--- src/rtl/run_monitor_if.sv ---
// Result-drain bus of the run monitor: output-memory read port plus the
// valid/ready word stream. master = run_monitor, slave = memory/sink side.
interface run_monitor_if #(
    parameter int OMEM_ADDR_WIDTH = 6,
    parameter int OMEM_DATA_WIDTH = 32
);
    logic                       omem_rd_en;
    logic [OMEM_ADDR_WIDTH-1:0] omem_rd_addr;
    logic [OMEM_DATA_WIDTH-1:0] omem_rd_data;
    logic                       dump_valid;
    logic [OMEM_ADDR_WIDTH-1:0] dump_addr;
    logic [OMEM_DATA_WIDTH-1:0] dump_data;
    logic                       dump_ready;

    modport master (
        output omem_rd_en, omem_rd_addr,
        input  omem_rd_data,
        output dump_valid, dump_addr, dump_data,
        input  dump_ready
    );

    modport slave (
        input  omem_rd_en, omem_rd_addr,
        output omem_rd_data,
        input  dump_valid, dump_addr, dump_data,
        output dump_ready
    );
endinterface

--- src/rtl/run_monitor.sv ---
// Run controller: tracks a program run to completion (PC reached and all
// channels idle for SETTLE_CYCLES), counts run cycles, enforces a watchdog,
// and optionally drains the output memory through a 2-entry FIFO.
`ifndef IMEM_ADDR_WIDTH
`define IMEM_ADDR_WIDTH 8
`endif

module run_monitor #(
    parameter int IMEM_ADDR_WIDTH = `IMEM_ADDR_WIDTH,
    parameter int NUM_CH          = 2,
    parameter int CYCLE_WIDTH     = 32,
    parameter int SETTLE_CYCLES   = 1,
    parameter int OMEM_DEPTH      = 64,
    parameter int OMEM_ADDR_WIDTH = $clog2(OMEM_DEPTH),
    parameter int OMEM_DATA_WIDTH = 32
) (
    input  logic                       clk,
    input  logic                       rst_n,
    input  logic                       start,
    input  logic [IMEM_ADDR_WIDTH-1:0] instruction_count,
    input  logic                       dump_en,
    input  logic [CYCLE_WIDTH-1:0]     timeout_cycles,
    input  logic [IMEM_ADDR_WIDTH-1:0] program_counter,
    input  logic [NUM_CH-1:0]          ch_busy,
    run_monitor_if.master              bus,
    output logic                       busy,
    output logic                       done,
    output logic                       timed_out,
    output logic [CYCLE_WIDTH-1:0]     cycle_count
);
    localparam int                   SW          = (SETTLE_CYCLES > 1) ? $clog2(SETTLE_CYCLES + 1) : 1;
    localparam logic [SW-1:0]        SETTLE_LAST = SW'(SETTLE_CYCLES - 1);
    localparam bit                   SETTLE_ONE  = (SETTLE_CYCLES == 1);
    localparam logic [OMEM_ADDR_WIDTH-1:0] LAST_ADDR = OMEM_ADDR_WIDTH'(OMEM_DEPTH - 1);

    typedef enum logic [2:0] {S_IDLE, S_RUN, S_SETTLE, S_DUMP, S_DONE, S_TIMEOUT} state_t;

    state_t                     r_state;
    logic [IMEM_ADDR_WIDTH-1:0] r_icount;
    logic                       r_dump_en;
    logic [CYCLE_WIDTH-1:0]     r_timeout;
    logic [CYCLE_WIDTH-1:0]     r_cycle;
    logic [SW-1:0]              r_settle;
    logic                       r_busy;
    logic                       r_done;
    logic                       r_timed_out;

    logic [OMEM_ADDR_WIDTH-1:0] r_rd_addr;
    logic                       r_issued_all;
    logic                       r_pend;
    logic [OMEM_ADDR_WIDTH-1:0] r_pend_addr;
    logic [OMEM_DATA_WIDTH-1:0] r_fifo_data [2];
    logic [OMEM_ADDR_WIDTH-1:0] r_fifo_addr [2];
    logic                       r_wr_ptr;
    logic                       r_rd_ptr;
    logic [1:0]                 r_occ;

    logic       w_accept;
    logic       w_idle;
    logic       w_complete;
    logic       w_wd_hit;
    logic       w_pop;
    logic       w_last_pop;
    logic [2:0] w_used;
    logic       w_rd_en;

    assign w_accept   = start && (r_state == S_IDLE || r_state == S_DONE || r_state == S_TIMEOUT);
    assign w_idle     = (program_counter == r_icount) && (ch_busy == '0);
    assign w_complete = w_idle && ((r_state == S_RUN && SETTLE_ONE) ||
                                   (r_state == S_SETTLE && r_settle >= SETTLE_LAST));
    assign w_wd_hit   = (r_timeout != '0) && (r_cycle == r_timeout);
    assign w_pop      = (r_occ != 2'd0) && bus.dump_ready;
    assign w_last_pop = w_pop && (r_fifo_addr[r_rd_ptr] == LAST_ADDR);
    // A slot freed by this cycle's pop is reusable immediately; without that
    // credit the 2-cycle read latency would halve drain throughput.
    assign w_used     = {1'b0, r_occ} + {2'b00, r_pend} - {2'b00, w_pop};
    assign w_rd_en    = (r_state == S_DUMP) && !r_issued_all && (w_used < 3'd2);

    assign bus.omem_rd_en   = w_rd_en;
    assign bus.omem_rd_addr = r_rd_addr;
    assign bus.dump_valid   = (r_occ != 2'd0);
    assign bus.dump_addr    = r_fifo_addr[r_rd_ptr];
    assign bus.dump_data    = r_fifo_data[r_rd_ptr];
    assign busy             = r_busy;
    assign done             = r_done;
    assign timed_out        = r_timed_out;
    assign cycle_count      = r_cycle;

    // Run-control FSM with registered status outputs.
    always_ff @(posedge clk) begin
        if (!rst_n) begin
            r_state     <= S_IDLE;
            r_icount    <= '0;
            r_dump_en   <= 1'b0;
            r_timeout   <= '0;
            r_cycle     <= '0;
            r_settle    <= '0;
            r_busy      <= 1'b0;
            r_done      <= 1'b0;
            r_timed_out <= 1'b0;
        end else begin
            case (r_state)
                S_IDLE, S_DONE, S_TIMEOUT: begin
                    if (start) begin
                        r_icount    <= instruction_count;
                        r_dump_en   <= dump_en;
                        r_timeout   <= timeout_cycles;
                        r_cycle     <= '0;
                        r_settle    <= '0;
                        r_done      <= 1'b0;
                        r_timed_out <= 1'b0;
                        r_busy      <= 1'b1;
                        r_state     <= S_RUN;
                    end
                end
                S_RUN, S_SETTLE: begin
                    if (w_complete) begin
                        if (!(&r_cycle)) r_cycle <= r_cycle + CYCLE_WIDTH'(1);
                        r_settle <= '0;
                        if (r_dump_en) begin
                            r_state <= S_DUMP;
                        end else begin
                            r_state <= S_DONE;
                            r_busy  <= 1'b0;
                            r_done  <= 1'b1;
                        end
                    end else if (w_wd_hit) begin
                        r_state     <= S_TIMEOUT;
                        r_busy      <= 1'b0;
                        r_timed_out <= 1'b1;
                    end else begin
                        if (!(&r_cycle)) r_cycle <= r_cycle + CYCLE_WIDTH'(1);
                        if (!w_idle) begin
                            r_state  <= S_RUN;
                            r_settle <= '0;
                        end else if (r_state == S_RUN) begin
                            r_state  <= S_SETTLE;
                            r_settle <= SW'(1);
                        end else begin
                            r_settle <= r_settle + SW'(1);
                        end
                    end
                end
                S_DUMP: begin
                    if (w_last_pop) begin
                        r_state <= S_DONE;
                        r_busy  <= 1'b0;
                        r_done  <= 1'b1;
                    end
                end
                default: r_state <= S_IDLE;
            endcase
        end
    end

    // Drain datapath: read issue, in-flight tracking and the 2-entry FIFO.
    always_ff @(posedge clk) begin
        if (!rst_n || w_accept) begin
            r_rd_addr    <= '0;
            r_issued_all <= 1'b0;
            r_pend       <= 1'b0;
            r_pend_addr  <= '0;
            r_wr_ptr     <= 1'b0;
            r_rd_ptr     <= 1'b0;
            r_occ        <= 2'd0;
            for (int unsigned i = 0; i < 2; i++) begin
                r_fifo_data[i] <= '0;
                r_fifo_addr[i] <= '0;
            end
        end else begin
            r_pend <= w_rd_en;
            if (w_rd_en) begin
                r_pend_addr <= r_rd_addr;
                r_rd_addr   <= r_rd_addr + OMEM_ADDR_WIDTH'(1);
                if (r_rd_addr == LAST_ADDR) r_issued_all <= 1'b1;
            end
            if (r_pend) begin
                r_fifo_data[r_wr_ptr] <= bus.omem_rd_data;
                r_fifo_addr[r_wr_ptr] <= r_pend_addr;
                r_wr_ptr              <= ~r_wr_ptr;
            end
            if (w_pop) r_rd_ptr <= ~r_rd_ptr;
            r_occ <= r_occ + {1'b0, r_pend} - {1'b0, w_pop};
        end
    end
endmodule

--- src/flat_wrapper.sv ---
// flat-port wrapper written by rule: the top's interface ports become plain ports
module run_monitor_flat 
#(
    parameter int IMEM_ADDR_WIDTH = `IMEM_ADDR_WIDTH,
    parameter int NUM_CH          = 2,
    parameter int CYCLE_WIDTH     = 32,
    parameter int SETTLE_CYCLES   = 1,
    parameter int OMEM_DEPTH      = 64,
    parameter int OMEM_ADDR_WIDTH = $clog2(OMEM_DEPTH),
    parameter int OMEM_DATA_WIDTH = 32
)
  (clk, rst_n, start, instruction_count, dump_en, timeout_cycles, program_counter, ch_busy, busy, done, timed_out, cycle_count, bus_omem_rd_en, bus_omem_rd_addr, bus_omem_rd_data, bus_dump_valid, bus_dump_addr, bus_dump_data, bus_dump_ready);
  run_monitor_if #(.OMEM_ADDR_WIDTH(OMEM_ADDR_WIDTH), .OMEM_DATA_WIDTH(OMEM_DATA_WIDTH)) bus_i ();
  input  logic clk;
  input  logic rst_n;
  input  logic start;
  input  logic [IMEM_ADDR_WIDTH-1:0] instruction_count;
  input  logic dump_en;
  input  logic [CYCLE_WIDTH-1:0] timeout_cycles;
  input  logic [IMEM_ADDR_WIDTH-1:0] program_counter;
  input  logic [NUM_CH-1:0] ch_busy;
  output logic busy;
  output logic done;
  output logic timed_out;
  output logic [CYCLE_WIDTH-1:0] cycle_count;
  output wire logic [$bits(bus_i.omem_rd_en)-1:0] bus_omem_rd_en;
  output wire logic [$bits(bus_i.omem_rd_addr)-1:0] bus_omem_rd_addr;
  input wire logic [$bits(bus_i.omem_rd_data)-1:0] bus_omem_rd_data;
  output wire logic [$bits(bus_i.dump_valid)-1:0] bus_dump_valid;
  output wire logic [$bits(bus_i.dump_addr)-1:0] bus_dump_addr;
  output wire logic [$bits(bus_i.dump_data)-1:0] bus_dump_data;
  input wire logic [$bits(bus_i.dump_ready)-1:0] bus_dump_ready;
  assign bus_omem_rd_en = bus_i.omem_rd_en;
  assign bus_omem_rd_addr = bus_i.omem_rd_addr;
  assign bus_i.omem_rd_data = bus_omem_rd_data;
  assign bus_dump_valid = bus_i.dump_valid;
  assign bus_dump_addr = bus_i.dump_addr;
  assign bus_dump_data = bus_i.dump_data;
  assign bus_i.dump_ready = bus_dump_ready;
  run_monitor #(.IMEM_ADDR_WIDTH(IMEM_ADDR_WIDTH), .NUM_CH(NUM_CH), .CYCLE_WIDTH(CYCLE_WIDTH), .SETTLE_CYCLES(SETTLE_CYCLES), .OMEM_DEPTH(OMEM_DEPTH), .OMEM_ADDR_WIDTH(OMEM_ADDR_WIDTH), .OMEM_DATA_WIDTH(OMEM_DATA_WIDTH)) u_core (.clk(clk), .rst_n(rst_n), .start(start), .instruction_count(instruction_count), .dump_en(dump_en), .timeout_cycles(timeout_cycles), .program_counter(program_counter), .ch_busy(ch_busy), .bus(bus_i), .busy(busy), .done(done), .timed_out(timed_out), .cycle_count(cycle_count));
endmodule
--- config.mk ---
export PLATFORM = sky130hd
export DESIGN_NAME = run_monitor_flat
export DESIGN_NICKNAME = d
export VERILOG_FILES = /design/src/rtl/run_monitor_if.sv /design/src/rtl/run_monitor.sv /design/src/flat_wrapper.sv
export SDC_FILE = /design/constraint.sdc
export NUM_CORES = 1
export LEC_CHECK = 0
export CAP_MARGIN = 10
export CORE_UTILIZATION = 30
export CTS_CLUSTER_DIAMETER = 200
export DETAILED_ROUTE_END_ITERATION = 10
export SYNTH_ARGS = -nofsm -noshare
export SYNTH_HDL_FRONTEND = slang
export SYNTH_SLANG_ARGS = --single-unit
--- constraint.sdc ---
create_clock -name clk -period 3.7 [get_ports clk]
set_clock_uncertainty 0.1 [all_clocks]
set_input_delay 0.37 -clock clk [delete_from_list [all_inputs] [get_ports clk]]
set_output_delay 0.37 -clock clk [all_outputs]
set_load 0.005 [all_outputs]
==> out/results.tsv <==
metric	value	unit
synth_compound_area_share	10.2	%
p_per_area	411	nW/um^2
ys_warn_count	0	
start_util	30.7	%
syn_inst	783	
ys_types	51	
cts_hold_buf	0	
min-delay-path-class	reg -> reg	
areaGrowthSynthToFinish	33.6	%
vdd_drop_max	0.211	mV
grt_pass1_wl	31.4	mm
io_buffers	167	
clockRootBuffer	clkbuf_16	
drtIter0Drc	428	
nets	1028	
timing.fmax	283	MHz
vias	6147	
leakage	3.97	nW
antenna_found_initial	0	
setup_violations	0	
syn-num-nets	875	
io-pin-count	168	
drt_pass1_iterations	8	
clkSlewWorstSetupHoldPaths	0.07	ns
fillers	2568	
synth_ff_type	dfxtp_1	
fin_util	40.9	%
cts_buffers	17	
cts_buffer_depth	2	
slew_headroom	30.4	%
post_cts_buffers	0	
mostFrequentLayoutCell	clkdlybuf4s50_1	
final_cell_mix	clkdlybuf4s50_1 (166), nand2_1 (137), dfxtp_1 (97), and2_1 (79), edfxtp_1 (76)	
drv_slew	0	
rr_endpoint	u_core.bus.omem_rd_addr[5]$_SDFFE_PP0P_	
status	finished with violations	
gp_congestion	0.807	
antennaDiodeCount	0	
hold_start	u_core.r_wr_ptr$_SDFFE_PP0P_	
detail-route-antenna-nets	0	
setup_tns	0	ns
core_area	26100	sq um
synth_seq_cells	174	
yosys.area_share.simple	22.5	%
endpoint_kind	output port	
clk_latency	0.43	ns
place_ws	0.136	ns
hpwl	14.0	mm
die_h	165	um
synthArstFlopShare	0	%
hold_path_end	u_core.r_wr_ptr$_SDFFE_PP0P_	
critical_path_class	reg -> out	
required	3.23	ns
cts_sinks	174	
wl	20.1	mm
grt-ovfl-total	0	
synth_fa_ha_area_share	0.875	%
synth-edff-count	76	
grt_usage	14.9	%
avgRoutedWirePerCell	15.6	um
multiInputGateArea	3570	sq um
dieWidth	165	um
rsz0062_at_grt	false	
failed_checks	DRC	
drv_cap	0	
min_period_over_period	95.5	%
r2r_slack	0.44	ns
holdPathStages	2	
worstMarginPinSlew	1.04	ns
synth.avg_cell_area	10.2	sq um
drc	32	
core.rowCount	59	
whs	0.364	ns
period_needed	3.53	ns
cts_max_level	4	
synth-xor-area-share	5.36	%
seq_area	4250	sq um
synth_top_family_by_area	simple AND/OR/NAND/NOR gates	
rr_worst_depth	13	
ys_seq_area_share	53.0	%
dieArea	27400	sq um
worstSetupStartpointType	flip-flop	
via_per_inst	4.79	
synth.area.mux_share	5.20	%
grt_start_max_net_pins	63	
cts_tree	done	
drive_above_1_share	10.2	%
crit_path_max_fanout	3	
final-hold-violation-count	0	
cp_data_arrival_time	3.06	ns
first_global_vias	5932	
worstReg2RegStart	u_core.r_occ[1]$_SDFF_PP0_	
setup_slack	0.168	ns
netlist_area	8010	sq um
==> layout make-up <==
class	instances	share of cell area (%)
Clock buffer	18	4.21
Clock inverter	14	1.80
Inverter	10	0.351
Multi-Input combinational cell	554	33.3
Sequential cell	174	39.7
Tap cell	335	3.92
Timing Repair Buffer	179	16.7
==> metal layers <==
metal | part of all wire [%] | wire [um] | global-route usage (%) | vias to the layer above
met1 | 45 | 9060 | 19.8 | 2850
met4 | 2.5 | 499 | 6.03 | 0
met5 | 0 | 0 | 0 | -
met2 | 44 | 8820 | 22.7 | 204
met3 | 8.5 | 1710 | 4.25 | 30
li1 | - | - | - | 3063
==> flip-flops by register name (all words and copies together), names as in the netlist, named ones only <==
name	flops
u_core.r_issued_all	1
u_core.r_fifo_data	64
u_core.r_state	3
u_core.timed_out	1
u_core.r_icount	8
u_core.r_timeout	32
u_core.done	1
u_core.r_rd_ptr	1
u_core.r_pend	1
u_core.r_pend_addr	6
u_core.busy	1
u_core.cycle_count	32
u_core.r_wr_ptr	1
u_core.r_occ	2
u_core.bus.omem_rd_addr	6
u_core.r_dump_en	1
u_core.r_fifo_addr	12
==> synth_stat cells, types with 10 or more instances <==
| cell | instances | area [sq um] |
|---|---|---|
| a21boi_0 | 42 | 315 |
| a21oi_1 | 31 | 155 |
| and2_1 | 80 | 500 |
| and3_1 | 10 | 62.6 |
| clkbuf_1 | 28 | 105 |
| dfxtp_1 | 98 | 1960 |
| edfxtp_1 | 76 | 2280 |
| inv_1 | 10 | 37.5 |
| mux2_2 | 37 | 417 |
| nand2_1 | 137 | 514 |
| nand3_1 | 11 | 55.1 |
| nand4_1 | 14 | 87.6 |
| nor2_1 | 19 | 71.3 |
| nor4_1 | 19 | 119 |
| o21ai_0 | 18 | 90.1 |
| or3_1 | 14 | 87.6 |
| or4_1 | 20 | 150 |
| xnor2_1 | 14 | 123 |
| xor2_1 | 35 | 307 |
==> cell families after synthesis <==
kind of cell | after synthesis
adder cells (fa/ha/maj) | 5
multiplexers | 37
flip-flops | 174
XOR/XNOR | 49
AND/OR/NAND/NOR | 341
buffers and inverters | 55
AO/OA/AOI/OAI | 122
==> worst max-delay path: stages, from the launching register on <==
cell           delay (ns)
dfxtp_2              0.33
or2_2                0.30
and2_4               0.18
ha_1                 0.27
inv_1                0.04
ha_1                 0.19
fa_1                 0.48
or4_4                0.56
inv_2                0.07
dlygate4sd2_1        0.22
==> power breakdown <==
| group | total (mW) | switching [mW] | internal (mW) |
|---|---|---|---|
| registers | 2.11 | 0.0383 | 2.07 |
| clock network | 1.90 | 0.922 | 0.977 |
| logic | 0.381 | 0.176 | 0.206 |
==> per-stage QoR <==
step | area, sq um | total power, mW | cells
6_report | 10700 | 4.39 | 1284
3_5_place_dp | 10000 | 2.54 | 1252
4_1_cts | 10700 | 4.46 | 1284
3_3_place_gp | 10000 | 2.54 | 1252
2_1_floorplan | 8010 | 2.33 | 783
5_1_grt | 10700 | 4.58 | 1284
==> what timing repair did <==
action                                  4_1_cts  5_1_grt
hold endpoints to repair                      0        0
endpoints found under the setup margin        1        0
gates resized for setup                       5        0
==> worst max-delay path by stage <==
stage	depth (start not counted)	start	slack (ns)	end
floorplan	14	u_core.r_occ[1]$_SDFF_PP0_	0.40	u_core.bus.omem_rd_addr[4]$_SDFFE_PP0P_
global placement	9	bus_dump_ready	0.16	bus_omem_rd_en
detailed placement	9	bus_dump_ready	0.14	bus_omem_rd_en
CTS	9	u_core.r_occ[1]$_SDFF_PP0_	0.12	bus_omem_rd_en
global route	9	u_core.r_occ[1]$_SDFF_PP0_	0.03	bus_omem_rd_en
finish	9	u_core.r_occ[1]$_SDFF_PP0_	0.17	bus_omem_rd_en
Power figures use the tool's default switching activity.
